===== src/rtl/ptw_req_pkg.sv =====
// Shared types for the page-table-walk request queue: widths, FSM states, buffer entry.
// Latency: n/a (types only).
// Backpressure: n/a (types only).
package ptw_req_pkg;

  localparam int ADDR_W  = 27;  // request address (VPN)
  localparam int DATA_W  = 44;  // walk response payload (PTE/PPN)
  localparam int ID_W    = 2;   // arbiter chosen-index width
  localparam int NUM_REQ = 2;   // requesters that can receive a response

  typedef enum logic [1:0] {
    IDLE,
    REQ,
    WAIT,
    RESP
  } state_e;

  typedef struct packed {
    logic [ADDR_W-1:0] addr;
    logic [ID_W-1:0]   id;
  } req_entry_t;

endpackage


===== src/rtl/ptw_req_fifo.sv =====
// Synchronous request buffer; head stays resident until popped, tail can be flushed alone.
// Latency: push visible at head on the next cycle; head_dat is combinational from storage.
// Backpressure: caller must not push when full; clear_all/clear_tail override push/pop.
// Ports: push/push_dat write at tail, pop retires head, clear_tail keeps only the head,
//        clear_all empties; head_dat/full/empty/count describe the current contents.
module ptw_req_fifo
  import ptw_req_pkg::*;
#(
  parameter int  DEPTH = 4,
  localparam int PTR_W = $clog2(DEPTH),
  localparam int CNT_W = PTR_W + 1
) (
  input  logic             clock,
  input  logic             reset,
  input  logic             push,
  input  req_entry_t       push_dat,
  input  logic             pop,
  input  logic             clear_tail,
  input  logic             clear_all,
  output req_entry_t       head_dat,
  output logic             full,
  output logic             empty,
  output logic [CNT_W-1:0] count
);

  req_entry_t       mem [DEPTH];
  logic [PTR_W-1:0] rd_ptr;
  logic [PTR_W-1:0] wr_ptr;
  logic [CNT_W-1:0] cnt;

  always_ff @(posedge clock or negedge reset) begin
    if (!reset) begin
      rd_ptr <= '0;
      wr_ptr <= '0;
      cnt    <= '0;
    end else if (clear_all || (clear_tail && pop)) begin
      // Dropping the tail while retiring the head leaves nothing behind.
      rd_ptr <= '0;
      wr_ptr <= '0;
      cnt    <= '0;
    end else if (clear_tail) begin
      if (cnt != '0) begin
        wr_ptr <= rd_ptr + PTR_W'(1);
        cnt    <= CNT_W'(1);
      end
    end else begin
      if (push) wr_ptr <= wr_ptr + PTR_W'(1);
      if (pop)  rd_ptr <= rd_ptr + PTR_W'(1);
      cnt <= cnt + CNT_W'(push) - CNT_W'(pop);
    end
  end

  // Storage needs no reset: occupancy is tracked by the pointers.
  always_ff @(posedge clock) begin
    if (push) mem[wr_ptr] <= push_dat;
  end

  assign head_dat = mem[rd_ptr];
  assign full     = (cnt == CNT_W'(DEPTH));
  assign empty    = (cnt == '0);
  assign count    = cnt;

endmodule


===== src/rtl/ptw_req_queue.sv =====
// Buffers arbitrated translation requests, walks them one at a time, routes responses by source id.
// Latency: enqueue to walk_req_valid 1 cycle; walk response to resp_valid 1 cycle.
// Backpressure: in_ready = !full only; walker request is valid/ready, walker response has none.
// Ports: in_* from the arbiter, flush discards work, walk_req_*/walk_resp_* to/from the walker,
//        resp_* one-hot response to requesters, count = buffered entries including in-flight.
module ptw_req_queue
  import ptw_req_pkg::*;
#(
  parameter int  DEPTH = 4,
  localparam int CNT_W = $clog2(DEPTH) + 1
) (
  input  logic              clock,
  input  logic              reset,
  input  logic              in_valid,
  output logic              in_ready,
  input  logic              in_bits_valid,
  input  logic [ADDR_W-1:0] in_bits_addr,
  input  logic [ID_W-1:0]   in_chosen,
  input  logic              flush,
  output logic              walk_req_valid,
  input  logic              walk_req_ready,
  output logic [ADDR_W-1:0] walk_req_addr,
  input  logic              walk_resp_valid,
  input  logic [DATA_W-1:0] walk_resp_data,
  input  logic              walk_resp_err,
  output logic [1:0]        resp_valid,
  output logic [DATA_W-1:0] resp_data,
  output logic              resp_err,
  output logic [CNT_W-1:0]  count
);

  state_e            state_q, state_d;
  logic              drop_q, drop_d;
  logic [DATA_W-1:0] data_q;
  logic              err_q;
  logic              push, pop, clear_tail, clear_all, full, empty;
  req_entry_t        head;
  req_entry_t        new_entry;

  assign in_ready = !full;

  // Nullified requests and out-of-range ids complete the handshake but are not stored.
  assign push = in_valid && in_ready && !flush && in_bits_valid
             && (int'(in_chosen) < NUM_REQ);

  assign new_entry.addr = in_bits_addr;
  assign new_entry.id   = in_chosen;

  ptw_req_fifo #(.DEPTH(DEPTH)) u_fifo (
    .clock      (clock),
    .reset      (reset),
    .push       (push),
    .push_dat   (new_entry),
    .pop        (pop),
    .clear_tail (clear_tail),
    .clear_all  (clear_all),
    .head_dat   (head),
    .full       (full),
    .empty      (empty),
    .count      (count)
  );

  always_ff @(posedge clock or negedge reset) begin
    if (!reset) begin
      state_q <= IDLE;
      drop_q  <= 1'b0;
      data_q  <= '0;
      err_q   <= 1'b0;
    end else begin
      state_q <= state_d;
      drop_q  <= drop_d;
      if (state_q == WAIT && walk_resp_valid) begin
        data_q <= walk_resp_data;
        err_q  <= walk_resp_err;
      end
    end
  end

  always_comb begin
    state_d        = state_q;
    drop_d         = drop_q;
    pop            = 1'b0;
    clear_tail     = 1'b0;
    clear_all      = 1'b0;
    walk_req_valid = 1'b0;
    walk_req_addr  = '0;
    resp_valid     = '0;
    case (state_q)
      IDLE: begin
        // Looking at push as well as !empty saves a cycle on an idle queue.
        if (flush)               clear_all = 1'b1;
        else if (push || !empty) state_d   = REQ;
      end
      REQ: begin
        walk_req_valid = 1'b1;
        walk_req_addr  = head.addr;
        if (flush) begin
          clear_all = 1'b1;
          state_d   = IDLE;
        end else if (walk_req_ready) begin
          state_d = WAIT;
        end
      end
      WAIT: begin
        // The walker cannot be cancelled, so a flush here only marks the result for discard.
        if (flush) begin
          clear_tail = 1'b1;
          drop_d     = 1'b1;
        end
        if (walk_resp_valid) state_d = RESP;
      end
      RESP: begin
        pop        = 1'b1;
        clear_tail = flush;
        resp_valid[head.id[0]] = !drop_q;
        drop_d     = 1'b0;
        state_d    = IDLE;
      end
      default: state_d = IDLE;
    endcase
  end

  assign resp_data = data_q;
  assign resp_err  = err_q;

endmodule

===== config.mk =====
export PLATFORM = sky130hd
export DESIGN_NAME = ptw_req_queue
export DESIGN_NICKNAME = d
export VERILOG_FILES = /design/src/rtl/ptw_req_pkg.sv /design/src/rtl/ptw_req_fifo.sv /design/src/rtl/ptw_req_queue.sv
export SDC_FILE = /design/constraint.sdc
export NUM_CORES = 1
export LEC_CHECK = 0
export CAP_MARGIN = 0
export CORE_MARGIN = 5
export CORE_UTILIZATION = 49
export CTS_BUF_LIST = sky130_fd_sc_hd__clkbuf_16
export DETAILED_ROUTE_END_ITERATION = 10
export PLACE_DENSITY = 0.9
export SLEW_MARGIN = 20
export SYNTH_ARGS = -nofsm -noshare
export SYNTH_HDL_FRONTEND = slang
export SYNTH_SLANG_ARGS = --single-unit

===== constraint.sdc =====
create_clock -name clock -period 2.09 [get_ports clock]
set_clock_uncertainty 0.05 [all_clocks]
set_input_delay 0.3135 -clock clock [delete_from_list [all_inputs] [get_ports clock]]
set_output_delay 0.3135 -clock clock [all_outputs]
set_load 0.03 [all_outputs]

-- After elaboration in Yosys (flattened, before gate mapping)
Memories as Yosys holds them, arrays and structs flattened.
Index checks and enable logic that the tools add are counted.
- add/sub/neg operators: 4
- bitwise operators: 1
- mux-type cells: 29
- equality and inequality tests: 11
- magnitude comparators: 3
- reduce and logical (&&, ||, !) cells: 24
- operator list (operator ; number):
    27-bit 2-to-1 mux ; 1
    2-bit 2-to-1 mux ; 13
    2-bit != test (second input constant) ; 5
    3-bit 2-to-1 mux ; 3
    1-bit 2-to-1 mux ; 8
    2-bit one-hot mux with 4 select lines ; 1
    1-bit logical AND ; 7
    3-bit != test (second input constant) ; 2
    2-bit AND reduction ; 3
    3-bit nonzero test ; 2
    2-bit by 1-bit adder with 2-bit output (second input constant) ; 2
    2-bit equality test (second input constant) ; 2
    1-bit zero test ; 4
    1-bit one-hot mux with 2 select lines ; 2
    4-bit AND reduction ; 1
    2-bit nonzero test ; 2
    3-bit by 1-bit adder with 3-bit output ; 1
    3-bit equality test (second input constant) ; 1
    3-bit zero test ; 1
    3-bit by 1-bit subtractor with 3-bit output ; 1
    2-bit AND ; 1
    2-bit by 1-bit equality test with 1-bit output (second input constant) ; 1
    2-bit zero test ; 1
    1-bit logical OR ; 2
    other kinds (5) ; 5
- output and inout port bits: 79
- memory bits (writable): 116
- memories kept: 1
- register bits after elaboration: 55
- memory list (name ; depth ; width ; read ports ; clocked after Yosys merged registers in ; write ports ; line ; source):
    u_fifo.mem ; 4 ; 29 ; 1 ; 0 ; 1 ; ptw_req_fifo.sv:26 ; req_entry_t mem [DEPTH];

-- Logic depth before layout (Yosys ltp)
- depth in word-level cells: 10
- gate-level depth with buffers: 10

-- Hierarchy
Synthesis repeated with hierarchy kept, for this count alone.
- cell total of the unflattened synthesis: 352
- area, all modules: 6752.7 um2
- by module, submodules not included (module ; times used ; cells an instance ; area an instance (um2) ; sequential area each (um2)):
    ptw_req_fifo ; 1 ; 202 ; 4680.7 ; 3658.5
    ptw_req_queue ; 1 ; 150 ; 2072.0 ; 1201.2

-- Worst setup path after synthesis
OpenSTA, ideal clock, no wires.
- kind: register to register
- from: register u_fifo.cnt[1], in the netlist u_fifo.count[1]
- to: memory u_fifo.mem[0][0] (netlist name), enable pin
- stages on the path, launching flop included: 4
- buffers on the path: 0
- required time: 1653 ps
- clock period less this slack: 2151 ps
- arrival time: 1714 ps
- slack: -61 ps
- library setup time: 387 ps
- cell sequence: dfrtp_1 nor2_1 a21oi_2 and2_1
- cells in the longest elaborated chain, start to end: 8
- RTL lines (element ; line ; source):
    from (decl) ; ptw_req_fifo.sv:29 ; logic [CNT_W-1:0] cnt;
    from (signal assigned) ; ptw_req_fifo.sv:49 ; cnt <= cnt + CNT_W'(push) - CNT_W'(pop);
    3-bit equality test ; ptw_req_fifo.sv:59 ; assign full = (cnt == CNT_W'(DEPTH));
    1-bit zero test ; ptw_req_queue.sv:40 ; assign in_ready = !full;
    1-bit logical AND (3 in series) ; ptw_req_queue.sv:43 ; assign push = in_valid && in_ready && !flush && in_bits_valid
    1-bit logical AND ; ptw_req_queue.sv:44 ; && (int'(in_chosen) < NUM_REQ);
    1-bit 2-to-1 mux ; ptw_req_fifo.sv:55 ; if (push) mem[wr_ptr] <= push_dat;
    1-bit 2-to-1 mux (not written as such) ; ptw_req_fifo.sv:55 ;
    to (decl) ; ptw_req_fifo.sv:26 ;
No other way between the ends.

-- Worst setup path after layout
- from: register u_fifo.rd_ptr[0]
- to: output walk_req_addr[3]
- cells in the longest elaborated chain, start to end: 2
- RTL lines (element ; line ; source):
    from (decl) ; ptw_req_fifo.sv:27 ; logic [PTR_W-1:0] rd_ptr;
    from (signal assigned) ; ptw_req_fifo.sv:48 ; if (pop) rd_ptr <= rd_ptr + PTR_W'(1);
    memory 4 x 29 bit ; -- ;
    27-bit 2-to-1 mux ; ptw_req_queue.sv:88 ; case (state_q)
    to (decl) ; ptw_req_queue.sv:22 ; output logic [ADDR_W-1:0] walk_req_addr,
No other way between the ends.

==> results.ini <==
[sta]
max_freq_mhz = 436
setup_tns_ns = -4.05
layout_setup_ws_ns = -0.203
setup_viol = 29
slew_violations = 0
slew_headroom_pct = 51.3
fin_crit_sh_pct = 110
fin_crit_ns = 2.29
worst_slew_pin_slew_ns = 0.731
rsz0062_at_grt = yes
hold_viol = 0
whs_ns = 0.439

[global_routing]
grt_busiest_layer = met2
grt_pass1_vias = 4028
use_met3_pct = 5.13
grtUsageMet1_pct = 24.8
gr-total-overflow = 0
grt_usage_pct = 18.6
grt_start_max_net_pins = 46
use_met2_pct = 30.2
grt_pass1_wl_um = 22900
antenna_found_initial = 0

[clock_network]
root_buffer = clkbuf_16
clk_latency_ns = 0.41
clk_pin_slew_worst_paths_ns = 0.06
cts_made_buffers = 17
cts_tree = built
clock-sinks = 167
cts_buffer_depth = 2
htree_levels = 4

[power_and_ir_drop]
seq_power_share_pct = 38.2
ir_drop_mv = 0.611
switching_share_pct = 31.8
p_leak_nw = 3.40
p_sw_mw = 3.67
combPwrFrac_pct = 34.1
power.density_nw_per_um2 = 1260
p_int_mw = 7.88
pwr-share-clk_pct = 27.7

[status]
status = finished, violations left
violations = negative setup slack

[worst_setup_path]
cp-start-kind = flop
end_kind = output pin
critical_path_class = flop to output pin
path_max_fanout = 20
required_ns = 1.73
worstPathArrival_ns = 1.93

[finish]
area_growth_pct = 38.6
n_antenna_cell = 0
fillers = 821
layoutNonFillerInstCount = 722
seqCellArea_um2 = 4740
final_core_util_pct = 69.4
drive_above_1_share_pct = 24.5
layout_commonest_cell = clkdlybuf4s50_1
most-common-layout-cells = clkdlybuf4s50_1, edfxtp_1, dfrtp_1
fin_nets = 621
multi_input_area_um2 = 1750

[die]
core_um2 = 13200
die_area_um2 = 16000
die_width_um = 126
start_util_pct = 50.1
chipHeight_um = 126
pin_count = 160
num_rows = 42

[place]
dpl.cell_count = 689
hpwlAfterDp_um = 10400
numPortBuffers = 159
place_congestion = 0.805

[logic_synthesis]
yosysSeqAreaShare_pct = 71.5
syn_inst = 346
synth_cell_types = 37
syn_area_um2 = 6630
syn_nets = 434
avgSynthCellArea_um2 = 19.2
yosys_register_bits = 167
ys_warn_count = 0

[route]
drc = 0
dr.pass1.iters = 4
wire_per_inst_um = 19.9
drtIter0Drc = 240
routed_via_density = 5.27
wl_um = 14300
vias = 3802
ant_nets = 0

[flow_run]
maxCapViolCount = 0

[hold_path]
hold_class = flop to flop

## synthesized netlist by cell type
| library cell | n | area, um^2 |
|---|---|---|
| a211o_1 | 1 | 8.76 |
| a21oi_1 | 5 | 25.0 |
| a21oi_2 | 1 | 8.76 |
| a31o_2 | 1 | 8.76 |
| a32o_1 | 1 | 10.0 |
| and2_1 | 4 | 25.0 |
| buf_2 | 5 | 25.0 |
| buf_4 | 1 | 7.51 |
| buf_6 | 8 | 90.1 |
| clkbuf_1 | 2 | 7.51 |
| dfrtp_1 | 55 | 1380 |
| edfxtp_1 | 112 | 3360 |
| fa_1 | 1 | 20.0 |
| ha_1 | 6 | 75.1 |
| inv_1 | 8 | 30.0 |
| mux2_1 | 40 | 450 |
| mux2_2 | 6 | 67.6 |
| mux2_4 | 1 | 15.0 |
| mux4_2 | 28 | 631 |
| nand2_1 | 6 | 22.5 |
| nand2_2 | 1 | 6.26 |
| nand2_4 | 1 | 11.3 |
| nand2b_1 | 3 | 18.8 |
| nand4bb_1 | 1 | 11.3 |
| nor2_1 | 8 | 30.0 |
| nor2b_1 | 27 | 169 |
| nor2b_4 | 1 | 13.8 |
| nor3_1 | 1 | 5.00 |
| nor3b_1 | 1 | 7.51 |
| o21ai_0 | 2 | 10.0 |
| o22a_2 | 1 | 10.0 |
| o22a_4 | 1 | 17.5 |
| o2bb2ai_1 | 1 | 8.76 |
| o31ai_1 | 1 | 7.51 |
| or3_4 | 1 | 11.3 |
| xnor2_1 | 2 | 17.5 |
| xor2_1 | 1 | 8.76 |
## logic make-up after synthesis
group / synth area share [%]
xor gates and xnor gates: 0.396
and+or+nand+nor: 5.00
AOI/OAI and AO/OA: 1.74
adders and majority gates: 1.43
DFF: 71.5
buffers and inverters: 2.42
muxes: 17.5
## repair_timing
item                       4_1_cts  5_1_grt
setup buffers                    0        0
hold buffers                     1        0
setup endpoints to repair       31       30
gates resized for setup          4        2
hold endpoints to repair        31        0
## flip-flops by register name, summed over array words and instances, names as in the netlist, named ones only
register and cells:
u_fifo.count 3, state_q 1, resp_data 44, drop_q 1
u_fifo.rd_ptr 2, u_fifo.mem 112, resp_err 1, u_fifo.wr_ptr 2
## worst max-delay path: stages, from the launching register on
cell and delay, ns:
dfrtp_2 0.40, buf_12 0.21, mux4_2 0.56, nor2b_1 0.16
buf_4 0.17
## layout make-up
| class | instances | area share (%) |
|---|---|---|
| Multi-Input combinational cell | 155 | 19.0 |
| Inverter | 8 | 0.327 |
| Clock buffer | 17 | 4.63 |
| Clock inverter | 15 | 2.01 |
| Sequential cell | 167 | 51.6 |
| Tap cell | 176 | 2.40 |
| Timing Repair Buffer | 184 | 20.1 |
## per-layer routing
| metal | vias to the layer above | part of all wire [%] |
|---|---|---|
| met5 | - | 0 |
| met4 | 0 | 1.3 |
| met3 | 18 | 6.9 |
| met2 | 180 | 50 |
| met1 | 1909 | 42 |
| li1 | 1695 | - |
## power by group through the flow
stage / logic [mW] / clock network (mW) / registers, mW
5_1_grt: 4.17 / 3.43 / 4.49
6_report: 3.93 / 3.20 / 4.41
3_3_place_gp: 3.90 / 0 / 4.45
3_5_place_dp: 3.97 / 0 / 4.49
4_1_cts: 3.99 / 3.26 / 4.42
2_1_floorplan: 1.36 / 0 / 5.37
## metrics by stage
stage | setup slack, ns | area (um^2) | total power, mW
4_1_cts | -0.229 | 9190 | 11.7
6_report | -0.203 | 9190 | 11.5
3_5_place_dp | -0.193 | 8560 | 8.46
2_1_floorplan | 0.103 | 6640 | 6.72
3_3_place_gp | -0.0691 | 8560 | 8.35
5_1_grt | -0.273 | 9190 | 12.1
## final timing paths
path,from,end,slack [ns],depth (start not counted)
worst max-delay path,u_fifo.rd_ptr[0],walk_req_addr[3],-0.20,4
worst min-delay path,resp_data[9],resp_data[9],0.44,1
worst max register to register,state_q[0],u_fifo.count[2],0.23,9
worst min register to register,resp_data[9],resp_data[9],0.44,1
max in group asynchronous,reset,u_fifo.rd_ptr[0],0.85,3
min in group asynchronous,reset,resp_data[17],0.48,2
Note: power is estimated with default switching activity, not from simulation.
